$ cat src/rtl/mem_access_ctrl.sv
// mem_access_ctrl: two-port arbitrated sequencer for single 8-bit DRAM transfers over MAR/MDR.
// Ports:
//   clk, rst_n               clock, asynchronous active-low reset
//   req0/we0/addr0           core control unit request, direction (1=write), address
//   req1/we1/addr1           image load/store engine request, direction, address
//   ack0, ack1               one-cycle completion pulse to the granted requester
//   gnt                      one-hot grant {gnt1,gnt0}, valid ADDR through DONE
//   busy                     high whenever the sequencer is not idle
//   mar_addr, mar_load       latched transfer address and MAR load strobe
//   mdr_read, mdr_write      MDR capture strobes (DRAM data in / C_bus out)
//   dram_en, dram_we         DRAM enable and write enable
module mem_access_ctrl #(
  parameter int ADDR_W      = 16,
  parameter int WAIT_CYCLES = 2
) (
  input  logic              clk,
  input  logic              rst_n,
  input  logic              req0,
  input  logic              we0,
  input  logic [ADDR_W-1:0] addr0,
  input  logic              req1,
  input  logic              we1,
  input  logic [ADDR_W-1:0] addr1,
  output logic              ack0,
  output logic              ack1,
  output logic [1:0]        gnt,
  output logic              busy,
  output logic [ADDR_W-1:0] mar_addr,
  output logic              mar_load,
  output logic              mdr_read,
  output logic              mdr_write,
  output logic              dram_en,
  output logic              dram_we
);
  typedef enum logic [2:0] {IDLE, ADDR, ACCESS, CAPTURE, DONE} state_t;
  localparam logic [3:0] WAIT_INIT = 4'(WAIT_CYCLES - 1);
  state_t            state_q, state_d;
  logic [3:0]        cnt_q, cnt_d;
  logic [ADDR_W-1:0] addr_q, addr_d;
  logic              we_q, we_d;
  logic              port_q, port_d;
  logic              ptr_q, ptr_d;
  logic              win;
  always_ff @(posedge clk or negedge rst_n) begin
    if (!rst_n) begin
      state_q <= IDLE;
      cnt_q   <= '0;
      addr_q  <= '0;
      we_q    <= 1'b0;
      port_q  <= 1'b0;
      ptr_q   <= 1'b0;
    end else begin
      state_q <= state_d;
      cnt_q   <= cnt_d;
      addr_q  <= addr_d;
      we_q    <= we_d;
      port_q  <= port_d;
      ptr_q   <= ptr_d;
    end
  end
  // ptr_q=0 favours requester 0; a lone requester wins regardless of the pointer
  assign win = (req0 & req1) ? ptr_q : req1;
  always_comb begin
    state_d = state_q;
    case (state_q)
      IDLE:    state_d = (req0 | req1) ? ADDR : IDLE;
      ADDR:    state_d = ACCESS;
      ACCESS:  state_d = (cnt_q != 4'd0) ? ACCESS : (we_q ? DONE : CAPTURE);
      CAPTURE: state_d = DONE;
      DONE:    state_d = IDLE;
      default: state_d = IDLE;
    endcase
  end
  always_comb begin
    addr_d = addr_q;
    we_d   = we_q;
    port_d = port_q;
    ptr_d  = ptr_q;
    if (state_q == IDLE && (req0 | req1)) begin
      addr_d = win ? addr1 : addr0;
      we_d   = win ? we1 : we0;
      port_d = win;
      ptr_d  = ~win;
    end
    cnt_d = (state_q == ADDR) ? WAIT_INIT :
            (state_q == ACCESS && cnt_q != 4'd0) ? cnt_q - 4'd1 : cnt_q;
  end
  always_comb begin
    busy      = state_q != IDLE;
    gnt       = busy ? (port_q ? 2'b10 : 2'b01) : 2'b00;
    mar_addr  = addr_q;
    mar_load  = state_q == ADDR;
    mdr_write = (state_q == ADDR) & we_q;
    dram_en   = state_q == ACCESS;
    dram_we   = (state_q == ACCESS) & we_q;
    mdr_read  = state_q == CAPTURE;
    ack0      = (state_q == DONE) & ~port_q;
    ack1      = (state_q == DONE) & port_q;
  end
endmodule

$ cat config.mk
export PLATFORM = sky130hd
export DESIGN_NAME = mem_access_ctrl
export DESIGN_NICKNAME = d
export VERILOG_FILES = /design/src/rtl/mem_access_ctrl.sv
export SDC_FILE = /design/constraint.sdc
export NUM_CORES = 1
export LEC_CHECK = 0
export ABC_CLOCK_PERIOD_IN_PS = 1900
export BUFFER_PORTS_ARGS = -buffer_cell sky130_fd_sc_hd__buf_2
export CORE_MARGIN = 8
export CORE_UTILIZATION = 45
export CTS_CLUSTER_DIAMETER = 40
export CTS_CLUSTER_SIZE = 16
export DETAILED_ROUTE_END_ITERATION = 10
export PLACE_DENSITY = 0.78
export SETUP_SLACK_MARGIN = 0.1
export SKIP_LAST_GASP = 1
export SYNTH_ARGS = -nofsm -noshare
export SYNTH_HDL_FRONTEND = slang
export SYNTH_SLANG_ARGS = --single-unit
$ cat constraint.sdc
create_clock -name clk -period 1.9 [get_ports clk]
set_clock_uncertainty 0.05 [all_clocks]
set_input_delay 0.095 -clock clk [delete_from_list [all_inputs] [get_ports clk]]
set_output_delay 0.095 -clock clk [all_outputs]
set_load 0.1 [all_outputs]
# Word-level counts from Yosys, hierarchy flattened
# Cells that the tools add are included.
# word_totals
mem_bits_ro	0
reg_bits	26
output_inout_bits	26
ram_bits	0
latch_bits	0
n_memories	0
word_cells	36
# classes
n_div	0
multipliers	0
n_lt_le_gt_ge	0
addsub	1
shifts	0
eq_ne	4
bitwise_logic	8
n_reduce_logical	6
n_mux	11
# op_table
cell	n
$mux 16	1
$pmux 3 s4	1
$mux 4	2
$eq 3x2->1 const B	2
$mux 3	2
$and 1x1->1	5
$mux 2	2
$reduce_bool 4->1	1
$sub 4x1->4 const B	1
$eq 3x1->1 const B	1
$eq 3x3->1 const B	1
$logic_not 3->1	1
$mux 1	3
$reduce_bool 3->1	1
$logic_and 1x1->1	2
$not 1->1	2
$reduce_bool 2->1	1
$or 1x1->1	1

# Depth between registers and ports, before layout
# logic_depth
word_depth	4
mapped_depth	6
mapped_depth_nobuf	5

# Worst setup path before layout
# Ideal clock, no wire load.
# synth_path
kind	reg-to-output
start	reg state_q[0]
end	out ack0
t_arrival_ns	3.602
path_stages_with_launch	2
path_buffers	0
path_slack_ns	-1.847
cell_sequence	dfrtp_1 > nor4b_1
# synth_between
elab_chain_len	2
# synth_lines
element	line_no	rtl
start: declaration	37	state_t state_q, state_d;
start signal: assignment	53	state_q <= state_d;
$eq 3x3->1	97	ack0 = (state_q == DONE) & ~port_q;
$and 1x1->1	97	
end: declaration	24	output logic ack0,
# Every way passes these cells.

# Worst setup path in the final report
# layout_path
start	reg state_q[1]
end	out mdr_write
# layout_between
elab_chain_len	2
# layout_lines
element	line_no	rtl
$eq 3x1->1	93	mdr_write = (state_q == ADDR) & we_q;
$and 1x1->1	93	
end: declaration	31	output logic mdr_write,
# Every way passes these cells.

==> impl_metrics.sql <==
INSERT INTO impl_metrics (metric_group, metric, value, unit) VALUES
('run_status', 'run_status', 'complete, no violations', ''),
('placed_design', 'gp_congestion', '0.809', ''),
('final_layout', 'fill_cells', '200', ''),
('logic_synthesis', 'combinational_family_with_the_most_area_after_synthesis', 'simple AND/OR/NAND/NOR gates', ''),
('final_layout', 'design_area', '0.00203', 'mm²'),
('clock_tree', 'htree_num_levels', '1', ''),
('routing', 'routed_via_density', '5.51', ''),
('die', 'core_area', '0.00278', 'mm²'),
('logic_synthesis', 'synth_xor_xnor_area_share', '0', ''),
('sta', 'min_period', '1820', 'ps'),
('logic_synthesis', 'syn_nets', '168', ''),
('die', 'top_level_ports', '64', ''),
('clock_tree', 'tritoncts_num_sinks', '26', ''),
('final_layout', 'syn2layout_area_growth', '53.6', '%'),
('die', 'die_height', '70.2', 'µm'),
('worst_setup_path', 'cp_data_required_time', '1750', 'ps'),
('routing', 'routed-wl-met3', '230', 'µm'),
('logic_synthesis', 'synth_mux_area_frac', '0.0151', ''),
('sta', 'tightest_slew', '580', 'ps'),
('worst_setup_path', 'max_fanout_on_critical_path', '6', ''),
('global_routing', 'grt_remaining_overflow', '0', ''),
('global_routing', 'grt_pass1_wl', '6760', 'µm'),
('logic_synthesis', 'netlist_area', '0.00132', 'mm²'),
('die', 'placement_rows', '19', ''),
('routing', 'drt_first_pass_iters', '4', ''),
('sta', 'fmaxAchievable', '550', 'MHz'),
('global_routing', 'overall_track_demand_over_capacity_in_global_routing', '0.162', ''),
('clock_tree', 'tritoncts_clock_tree', 'done', ''),
('routing', 'routedLengthMet1', '1690', 'µm'),
('logic_synthesis', 'synth.yosys.seq_area_share', '0.491', ''),
('worst_setup_path', 'worstSetupPathType', 'reg2out', ''),
('sta', 'timing_hold_violations_final', '0', ''),
('logic_synthesis', 'synth_edf_count', '0', ''),
('routing', 'drt-initial-drc-count', '85', ''),
('final_layout', 'final_net_count', '256', ''),
('logic_synthesis', 'yosys_register_bits', '26', ''),
('placed_design', 'dp_hpwl', '2850', 'µm'),
('logic_synthesis', 'yosys.cell_types.count', '29', ''),
('clock_tree', 'clkSlewWorstSetupHoldPaths', '150', 'ps'),
('global_routing', 'antenna_violations_before_repair', '0', ''),
('routing', 'detailroute.via_count', '1360', ''),
('logic_synthesis', 'synthAdderAreaFrac', '0.00945', ''),
('final_layout', 'layout.cells.most_common_list', 'sky130_fd_sc_hd__buf_2 (55), sky130_fd_sc_hd__dfrtp_1 (23), sky130_fd_sc_hd__nand2_1 (20)', ''),
('die', 'floorplan.initialDensity', '0.476', ''),
('final_layout', 'layout.cells.most_common', 'sky130_fd_sc_hd__buf_2', ''),
('logic_synthesis', 'share_of_synthesized_registers_carrying_an_async_set_or_reset', '1.00', ''),
('clock_tree', 'clk_path_buf_depth', '2', ''),
('sta', 'timing.setup.tns', '0', 'ps'),
('min_path', 'startpoint_of_the_lowest_slack_hold_path', 'addr1[10]', ''),
('global_routing', 'largest_net_degree_at_the_start_of_global_routing', '27', ''),
('sta', 'slew_headroom', '0.614', ''),
('logic_synthesis', 'synth_simple_gate_area_share', '0.244', ''),
('routing', 'drc_errors', '0', ''),
('worst_setup_path', 'r2r-start', 'cnt_q[0]', ''),
('run', 'maxCapViolations', '0', ''),
('sta', 'final_worst_path_cycle_share', '0.957', ''),
('worst_setup_path', 'cp_endpoint_kind', 'output port', ''),
('clock_tree', 'cts_root_buffer', 'sky130_fd_sc_hd__clkbuf_4', ''),
('final_layout', 'number_of_diodes_added_for_antenna_fixing', '0', ''),
('logic_synthesis', 'synthCells', '129', ''),
('final_layout', 'multi_input_comb_area', '638', 'µm²'),
('routing', 'post_drt_wl_per_cell', '16.2', 'µm'),
('global_routing', 'first_global_vias', '1447', ''),
('worst_setup_path', 'setup.worst_path.start_class', 'register', ''),
('sta', 'final_max_slew_viol_count', '0', ''),
('final_layout', 'register_area', '654', 'µm²'),
('logic_synthesis', 'synth-warning-count', '0', ''),
('sta', 'setup_viol', '0', ''),
('clock_tree', 'clock_latency', '320', 'ps'),
('logic_synthesis', 'syn_avg_cell_area', '10.3', 'µm²'),
('final_layout', 'drive_gt1_frac', '0.440', '');
critical path: stages (launching register included):
cell and delay, ps:
sky130_fd_sc_hd__dfrtp_2 450, sky130_fd_sc_hd__buf_4 170, sky130_fd_sc_hd__nor3b_4 280, sky130_fd_sc_hd__and2_4 190
sky130_fd_sc_hd__buf_4 280
timing repair:
item	in CTS	in global routing
hold endpoints to repair	43	0
hold buffers	18	0
setup endpoints to repair	4	7
gates resized for setup	5	4
buffers inserted	0	4
pin swaps	0	2
state kept, by name (all words and copies together), names as in the netlist:
signal and cells:
cnt_q 4, mar_addr 16, state_q 3, ptr_q 1
we_q 1, port_q 1
cells in the mapped netlist (3+ instances only):
cell	number	area (µm²)
sky130_fd_sc_hd__nand2_1	20	75.1
sky130_fd_sc_hd__and2_1	3	18.8
sky130_fd_sc_hd__dfrtp_1	26	651
sky130_fd_sc_hd__a21oi_1	3	15.0
sky130_fd_sc_hd__nor3_1	18	90.1
sky130_fd_sc_hd__buf_2	7	35.0
sky130_fd_sc_hd__a21o_1	4	30.0
sky130_fd_sc_hd__nor2_1	3	11.3
sky130_fd_sc_hd__inv_1	3	11.3
sky130_fd_sc_hd__a221o_1	17	170
sky130_fd_sc_hd__nor3b_1	3	22.5
metrics by stage:
step	setup WS (ps)	instances	hold slack (ps)	utilization
finish	81.7	247	102	0.731
global route	12.1	247	124	0.731
CTS	9.69	243	117	0.717
detailed placement	220	221	77.7	0.634
global placement	309	221	59.5	0.634
floorplan	-355	129	-251	-
area by class of cell:
cell class / instances / area share
Sequential cell: 26 / 0.322
Timing Repair Buffer: 94 / 0.322
Multi-Input combinational cell: 89 / 0.314
Tap cell: 31 / 0.0191
Clock buffer: 4 / 0.0178
Inverter: 3 / 0.00554
layer usage:
metal | GRT usage | up-vias
met4 | 0.0446 | 0
met1 | 0.193 | 659
met2 | 0.272 | 51
met3 | 0.0494 | 6
met5 | 0 | -
li1 | - | 644
kinds of logic after synthesis:
group           count (synthesis)
compound gates                 27
fa+ha+maj                       1
buf+inv                        14
flops                          26
mux                             2
simple gates                   59
worst paths after layout:
check	end	slack [ps]	cells past startpoint
worst min-delay path	mar_addr[10]	100	4
worst min register to register	cnt_q[0]	470	1
worst max register to register	cnt_q[1]	320	6
worst max-delay path	mdr_write	80	4
max in group asynchronous	state_q[1]	1150	2
min in group asynchronous	cnt_q[2]	220	2
Power is not shown: default switching activity piles up to over one toggle a cycle in this logic, so the estimate is an artifact.
